## config.mk

```make
export PLATFORM = sky130hd
export DESIGN_NAME = aurora_link_ctrl_flat
export DESIGN_NICKNAME = d
export VERILOG_FILES = /design/src/rtl/aurora_link_pkg.sv /design/src/rtl/aurora_link_ctrl_if.sv /design/src/rtl/aurora_link_ctrl_sync_2ff.sv /design/src/rtl/aurora_link_ctrl.sv /design/src/flat_wrapper.sv
export SDC_FILE = /design/constraint.sdc
export NUM_CORES = 1
export LEC_CHECK = 0
export ABC_AREA = 1
export CAP_MARGIN = 20
export CORE_ASPECT_RATIO = 1.4
export CORE_MARGIN = 3
export CORE_UTILIZATION = 45
export DETAILED_ROUTE_END_ITERATION = 10
export PLACE_DENSITY_LB_ADDON = 0.12
export SLEW_MARGIN = 25
export SYNTH_ARGS = -nofsm -noshare
export SYNTH_HDL_FRONTEND = slang
export SYNTH_SLANG_ARGS = --single-unit
```

## constraint.sdc

```tcl
create_clock -name init_clk -period 1.9 [get_ports init_clk]
set_input_delay 0.285 -clock init_clk [delete_from_list [all_inputs] [get_ports init_clk]]
set_output_delay 0.285 -clock init_clk [all_outputs]
set_load 0.05 [all_outputs]
```

## src/rtl/aurora_link_pkg.sv

```systemverilog
// Shared definitions for the Aurora link bring-up controller.
// Latency: none (types and constants only).
// Backpressure: none.
package aurora_link_pkg;

  // State encoding; RETRY is a decision taken on the way out of
  // WAIT_UP/LINKED and never occupies a cycle, so it has no code.
  typedef enum logic [2:0] {
    PMA_ASSERT = 3'd0,
    PB_HOLD    = 3'd1,
    WAIT_UP    = 3'd2,
    LINKED     = 3'd3,
    FAILED     = 3'd4
  } state_t;

  localparam int RETRY_W = 8;

endpackage

```

## src/rtl/aurora_link_ctrl_if.sv

```systemverilog
// Core-side and status signals between the link controller and its neighbours.
// Latency: none (wiring only).
// Backpressure: none; all signals are levels.
interface aurora_link_ctrl_if #(
  parameter int NUM_LANES = 4
);
  import aurora_link_pkg::*;

  // from the Aurora core (user_clk domain, asynchronous to init_clk)
  logic                 channel_up;
  logic [NUM_LANES-1:0] lane_up;
  logic                 hard_err;

  // to the Aurora core
  logic                 pma_init;
  logic                 reset_pb;

  // status toward the kernel/host
  logic                 link_ready;
  logic                 link_failed;
  logic [RETRY_W-1:0]   retry_count;
  logic [NUM_LANES-1:0] lane_up_sync;
  logic [2:0]           state_dbg;

  modport master (
    input  channel_up, lane_up, hard_err,
    output pma_init, reset_pb, link_ready, link_failed,
           retry_count, lane_up_sync, state_dbg
  );

  modport slave (
    output channel_up, lane_up, hard_err,
    input  pma_init, reset_pb, link_ready, link_failed,
           retry_count, lane_up_sync, state_dbg
  );

endinterface

```

## src/rtl/aurora_link_ctrl_sync_2ff.sv

```systemverilog
// Two-flop synchronizer bank for independent asynchronous level inputs.
// Latency: 2 clk cycles from a stable input to dout.
// Backpressure: none; bits are synchronized independently (no bus coherency).
module sync_2ff #(
  parameter int WIDTH = 1
) (
  input  logic             clk,
  input  logic             reset,
  input  logic [WIDTH-1:0] din,
  output logic [WIDTH-1:0] dout
);

  logic [WIDTH-1:0] meta;

  // first stage may go metastable; second stage gives it a cycle to settle
  always_ff @(posedge clk) begin
    if (reset) begin
      meta <= '0;
      dout <= '0;
    end else begin
      meta <= din;
      dout <= meta;
    end
  end

endmodule

```

## src/rtl/aurora_link_ctrl.sv

```systemverilog
// Sequences pma_init/reset_pb for an Aurora core, supervises the link, retries boundedly.
// Latency: 2 cycles input sync + 1 cycle to state change; outputs decoded from state register.
// Backpressure: none; inputs are sampled levels, restart is a single-cycle request.
module aurora_link_ctrl
  import aurora_link_pkg::*;
#(
  parameter int NUM_LANES         = 4,
  parameter int PMA_INIT_CYCLES   = 100_000_000,
  parameter int PB_HOLD_CYCLES    = 128,
  parameter int UP_TIMEOUT_CYCLES = 200_000_000,
  parameter int DROP_FILTER       = 16,
  parameter int MAX_RETRIES       = 7
) (
  input  logic           init_clk,
  input  logic           reset,
  input  logic           restart,
  aurora_link_ctrl_if.master link
);

  localparam int SYNC_W = NUM_LANES + 2;
  localparam int DROP_W = $clog2(DROP_FILTER + 1);

  localparam logic [31:0]        PMA_LAST  = 32'(PMA_INIT_CYCLES - 1);
  localparam logic [31:0]        PB_LAST   = 32'(PB_HOLD_CYCLES - 1);
  localparam logic [31:0]        UP_LAST   = 32'(UP_TIMEOUT_CYCLES - 1);
  localparam logic [DROP_W-1:0]  DROP_LAST = DROP_W'(DROP_FILTER - 1);
  localparam logic [RETRY_W-1:0] RETRY_MAX = RETRY_W'(MAX_RETRIES);

  logic [SYNC_W-1:0]    sync_in;
  logic [SYNC_W-1:0]    sync_out;
  logic                 hard_err_s;
  logic                 channel_up_s;
  logic [NUM_LANES-1:0] lane_up_s;
  logic                 link_ok;

  state_t               state, state_next;
  logic [31:0]          cnt, cnt_next;
  logic [DROP_W-1:0]    drop_cnt, drop_next;
  logic [RETRY_W-1:0]   retry_count, retry_next;
  logic                 do_retry;

  assign sync_in = {link.hard_err, link.channel_up, link.lane_up};

  sync_2ff #(.WIDTH(SYNC_W)) u_sync (
    .clk   (init_clk),
    .reset (reset),
    .din   (sync_in),
    .dout  (sync_out)
  );

  assign {hard_err_s, channel_up_s, lane_up_s} = sync_out;
  assign link_ok = channel_up_s & (&lane_up_s);

  // state, dwell counter, drop filter and retry counter registers
  always_ff @(posedge init_clk) begin
    if (reset) begin
      state       <= PMA_ASSERT;
      cnt         <= '0;
      drop_cnt    <= '0;
      retry_count <= '0;
    end else begin
      state       <= state_next;
      cnt         <= cnt_next;
      drop_cnt    <= drop_next;
      retry_count <= retry_next;
    end
  end

  // next-state logic; the retry decision resolves in the same cycle as its trigger
  always_comb begin
    state_next = state;
    retry_next = retry_count;
    drop_next  = '0;
    do_retry   = 1'b0;
    cnt_next   = cnt + 32'd1;

    case (state)
      PMA_ASSERT: if (cnt == PMA_LAST) state_next = PB_HOLD;
      PB_HOLD:    if (cnt == PB_LAST)  state_next = WAIT_UP;
      WAIT_UP: begin
        if (link_ok)              state_next = LINKED;
        else if (cnt == UP_LAST)  do_retry   = 1'b1;
      end
      LINKED: begin
        // hard errors only matter once the link has been declared up
        if (hard_err_s) begin
          do_retry = 1'b1;
        end else if (!link_ok) begin
          if (drop_cnt == DROP_LAST) do_retry  = 1'b1;
          else                       drop_next = drop_cnt + DROP_W'(1);
        end
      end
      FAILED:  state_next = FAILED;
      default: state_next = PMA_ASSERT;
    endcase

    // retry_count saturates at the limit; hitting it parks the link in FAILED
    if (do_retry) begin
      if (retry_count == RETRY_MAX) begin
        state_next = FAILED;
      end else begin
        retry_next = retry_count + RETRY_W'(1);
        state_next = PMA_ASSERT;
      end
    end

    if (restart) begin
      state_next = PMA_ASSERT;
      retry_next = '0;
      drop_next  = '0;
    end

    // every state entry (including restart into PMA_ASSERT) restarts the dwell count
    if (restart || (state_next != state)) cnt_next = '0;
  end

  // Moore output decode from the registered state
  always_comb begin
    link.pma_init    = 1'b0;
    link.reset_pb    = 1'b0;
    link.link_ready  = 1'b0;
    link.link_failed = 1'b0;
    case (state)
      PMA_ASSERT: begin
        link.pma_init = 1'b1;
        link.reset_pb = 1'b1;
      end
      PB_HOLD: link.reset_pb = 1'b1;
      LINKED:  link.link_ready = 1'b1;
      FAILED: begin
        link.pma_init    = 1'b1;
        link.reset_pb    = 1'b1;
        link.link_failed = 1'b1;
      end
      default: link.link_ready = 1'b0;
    endcase
  end

  assign link.retry_count  = retry_count;
  assign link.lane_up_sync = lane_up_s;
  assign link.state_dbg    = state;

endmodule

```

## src/flat_wrapper.sv

```systemverilog
// flat-port wrapper written by rule: the top's interface ports become plain ports
module aurora_link_ctrl_flat import aurora_link_pkg::*;
#(
  parameter int NUM_LANES         = 4,
  parameter int PMA_INIT_CYCLES   = 100_000_000,
  parameter int PB_HOLD_CYCLES    = 128,
  parameter int UP_TIMEOUT_CYCLES = 200_000_000,
  parameter int DROP_FILTER       = 16,
  parameter int MAX_RETRIES       = 7
)
  (init_clk, reset, restart, link_channel_up, link_lane_up, link_hard_err, link_pma_init, link_reset_pb, link_link_ready, link_link_failed, link_retry_count, link_lane_up_sync, link_state_dbg);
  aurora_link_ctrl_if #(.NUM_LANES(NUM_LANES)) link_i ();
  input  logic init_clk;
  input  logic reset;
  input  logic restart;
  input wire logic [$bits(link_i.channel_up)-1:0] link_channel_up;
  input wire logic [$bits(link_i.lane_up)-1:0] link_lane_up;
  input wire logic [$bits(link_i.hard_err)-1:0] link_hard_err;
  output wire logic [$bits(link_i.pma_init)-1:0] link_pma_init;
  output wire logic [$bits(link_i.reset_pb)-1:0] link_reset_pb;
  output wire logic [$bits(link_i.link_ready)-1:0] link_link_ready;
  output wire logic [$bits(link_i.link_failed)-1:0] link_link_failed;
  output wire logic [$bits(link_i.retry_count)-1:0] link_retry_count;
  output wire logic [$bits(link_i.lane_up_sync)-1:0] link_lane_up_sync;
  output wire logic [$bits(link_i.state_dbg)-1:0] link_state_dbg;
  assign link_i.channel_up = link_channel_up;
  assign link_i.lane_up = link_lane_up;
  assign link_i.hard_err = link_hard_err;
  assign link_pma_init = link_i.pma_init;
  assign link_reset_pb = link_i.reset_pb;
  assign link_link_ready = link_i.link_ready;
  assign link_link_failed = link_i.link_failed;
  assign link_retry_count = link_i.retry_count;
  assign link_lane_up_sync = link_i.lane_up_sync;
  assign link_state_dbg = link_i.state_dbg;
  aurora_link_ctrl #(.NUM_LANES(NUM_LANES), .PMA_INIT_CYCLES(PMA_INIT_CYCLES), .PB_HOLD_CYCLES(PB_HOLD_CYCLES), .UP_TIMEOUT_CYCLES(UP_TIMEOUT_CYCLES), .DROP_FILTER(DROP_FILTER), .MAX_RETRIES(MAX_RETRIES)) u_core (.init_clk(init_clk), .reset(reset), .restart(restart), .link(link_i));
endmodule
```

==> flow_summary.json <==
{
  "rsz0062_at_grt": "true",
  "grt_pass1_wl_um": 14330,
  "arrival_ns": 2.16,
  "clk_path_buf_depth": 2,
  "power_frac_comb_pct": 4.5,
  "startpoint_type": "register",
  "p_int_w": 0.001949,
  "diodes": 0,
  "cts-root-buf": "clkbuf_8",
  "cts.sinks": 60,
  "antenna_found_initial": 0,
  "grt_max_degree": 19,
  "critPathKind": "register to register",
  "nets": 543,
  "cts_tree": "yes",
  "p_leak_nw": 1.671,
  "seq_power_share_pct": 49.0,
  "fillers": 662,
  "syn_inst": 476,
  "drt.antenna.violating_nets": 0,
  "ir_drop_v": 0.0004486,
  "die_h_um": 108.7,
  "slowest_delay_ns": 0.34,
  "synth_seq_cells": 60,
  "fmax_mhz": 531.8,
  "path_max_fanout": 9,
  "end_kind": "register",
  "initialDrtViolationCount": 121,
  "clock_latency_ns": 0.35,
  "grt_usage_pct": 21.85,
  "hp-class": "register to register",
  "status": "finished, final reports clean",
  "p_per_area_nw_per_um2": 591.0,
  "max_slew.worst_pin.slew_ns": 0.5068,
  "hold_ws_ns": 0.4057,
  "place_ws_ns": -0.04767,
  "cts_buffers": 9,
  "htree_levels": 3,
  "synth_top_flop_cell": "dfxtp_1",
  "fin_crit_ns": 1.881,
  "drt_first_pass_iters": 4,
  "die-area_um2": 8630,
  "via_count": 3159,
  "skew_ns": 0.009902,
  "drc": 0,
  "finalPower_w": 0.002605,
  "drt-total-wl_um": 9314,
  "yosysSeqAreaShare_pct": 35.41,
  "drive_above_1_share_pct": 24.67,
  "syn_area_um2": 3392,
  "core-area_um2": 7162,
  "area_growth_syn_to_layout_pct": 29.95,
  "port_buffers": 27,
  "p_sw_w": 0.0006559,
  "wire_per_inst_um": 14.78,
  "synth_cell_type_count": 31,
  "die_w_um": 79.38,
  "place.gp.congestion": 0.8967,
  "dp_hpwl_um": 6709,
  "yosys_warnings": 0,
  "final_cell_mix": "nand2_1 (81), inv_1 (78), nor2_1 (78)",
  "power.share.clock_pct": 46.5,
  "io-pin-count": 28,
  "syn_avg_cell_area_um2": 7.126,
  "cp_slowest_cell": "dfxtp_2",
  "fin_crit_sh_pct": 98.97,
  "initial_core_util_pct": 47.36,
  "grt_remaining_overflow": 0,
  "crit_buf_inv": 1,
  "cpLargestDelayFamily": "simple AND/OR/NAND/NOR gates",
  "switching_share_pct": 25.18,
  "row_count": 36,
  "async_flop_share_pct": 0,
  "slew_headroom_pct": 66.11,
  "tns_ns": 0,
  "crit_chain": "ha_4, nand2_2, nor2_2, ha_2, nor2_2, nor2_1, o21ai_2, nand3_2, a21oi_2, nand2_4, clkbuf_16, nor3_2",
  "setup_slack_ns": 0.01949,
  "path_common_cell": "nor2_2",
  "finalHoldViolations": 0,
  "critPathRequiredTime_ns": 2.18,
  "syn-num-nets": 489,
  "final_common_cell": "nand2_1",
  "clkTransAtPathRegs_ns": 0.08,
  "setup_viol": 0,
  "grt_pass1_vias": 3056,
  "drv_cap": 0,
  "slew_violations": 0,
  "viasPerCell": 5.014,
  "cts-hold-fix-buffers": 0,
  "synth_edf_count": 0
}
cell usage after synthesis (2+ instances only):
| master | n | share of area [%] |
|---|---|---|
| nand4_1 | 10 | 1.8 |
| dfxtp_1 | 60 | 35 |
| nor3_1 | 20 | 3.0 |
| buf_4 | 4 | 0.89 |
| nor2_1 | 83 | 9.2 |
| nor2_2 | 2 | 0.37 |
| nand3_2 | 2 | 0.59 |
| nor3b_1 | 2 | 0.44 |
| buf_6 | 6 | 2.0 |
| nor3_2 | 31 | 9.1 |
| nand2_2 | 5 | 0.92 |
| xor2_1 | 26 | 6.7 |
| nand2_1 | 86 | 9.5 |
| inv_2 | 4 | 0.44 |
| a21oi_1 | 8 | 1.2 |
| nor4_1 | 4 | 0.74 |
| o21ai_0 | 5 | 0.74 |
| clkbuf_1 | 2 | 0.22 |
| nand3_1 | 19 | 2.8 |
| inv_1 | 78 | 8.6 |
| ha_1 | 4 | 1.5 |
| xnor2_1 | 6 | 1.5 |
sequential cells by signal (all words and copies together) (netlist names):
signal and flops:
u_core.link.state_dbg 3, u_core.u_sync.meta 6, u_core.u_sync.dout 6, u_core.drop_cnt 5
u_core.cnt 32, u_core.link.retry_count 8
logic make-up (layout without fill, tap and decap cells):
| logic type | after synthesis | in the layout | share of synthesized area, % |
|---|---|---|---|
| XOR/XNOR | 32 | 32 | 8.263 |
| AO/OA/AOI/OAI | 15 | 15 | 2.287 |
| AND/OR/NAND/NOR | 269 | 269 | 40.10 |
| buffers and inverters | 96 | 155 | 12.47 |
| flip-flops | 60 | 60 | 35.41 |
| adder cells (fa/ha/maj) | 4 | 4 | 1.476 |
repair_timing:
item	4_1_cts	5_1_grt
pin swaps	2	9
cloned	0	4
gates resized for setup	14	45
buffers inserted	1	2
setup endpoints to repair	40	41
power groups by stage:
stage / sequential, W / clock, W / combinational, W
after floorplan: 0.00130 / 0 / 0.0000630
after global placement: 0.00130 / 0 / 0.0000996
after detailed placement: 0.00130 / 0 / 0.000101
after CTS: 0.00128 / 0.00125 / 0.000104
after global routing: 0.00128 / 0.00130 / 0.000127
final: 0.00128 / 0.00121 / 0.000117
worst paths after layout:
check	start	end	slack, ns	cells past startpoint
setup reg to reg	u_core.drop_cnt[1]	u_core.cnt[3]	0.02	12
hold / removal	u_core.u_sync.meta[0]	u_core.u_sync.dout[0]	0.41	2
hold reg to reg	u_core.u_sync.meta[0]	u_core.u_sync.dout[0]	0.41	2
setup / recovery	u_core.drop_cnt[1]	u_core.cnt[3]	0.02	12
area by class of cell:
type                       count  area [µm²]  share of cell area (%)
clock buffer                   9       123.9                   2.810
clock inverter                 7       82.58                   1.873
inverter                      82       315.3                   7.153
multi-input combinational    320        1954                   44.34
sequential                    60        1217                   27.62
tap                           95       118.9                   2.697
timing repair buffer          57       595.6                   13.51
stage by stage:
stage | std cells | instance area [µm²] | util [%]
final | 630 | 4408 | 61.55
after global routing | 630 | 4408 | 61.55
after CTS | 624 | 4134 | 57.72
after detailed placement | 607 | 3901 | 54.47
after global placement | 607 | 3901 | 54.47
after floorplan | 476 | 3405 | -
worst register-to-register path, stage by stage (launching register included):
cell and delay, ns:
dfxtp_2 0.34, ha_4 0.16, nand2_2 0.06, nor2_2 0.04, ha_2 0.18, nor2_2 0.13
nor2_1 0.06, o21ai_2 0.07, nand3_2 0.13, a21oi_2 0.18, nand2_4 0.10, clkbuf_16 0.19
nor3_2 0.16
metal layers:
| metal | vias to the layer above | wire length [µm] | part of all wire [%] | GRT usage, % |
|---|---|---|---|---|
| met5 | - | 0 | 0 | 0 |
| met2 | 94 | 4945 | 53 | 39.94 |
| li1 | 1584 | - | - | - |
| met1 | 1444 | 3570 | 38 | 23.39 |
| met3 | 37 | 368 | 4.0 | 4.298 |
| met4 | 0 | 430 | 4.6 | 11.67 |
Power figures use the tool's default switching activity.
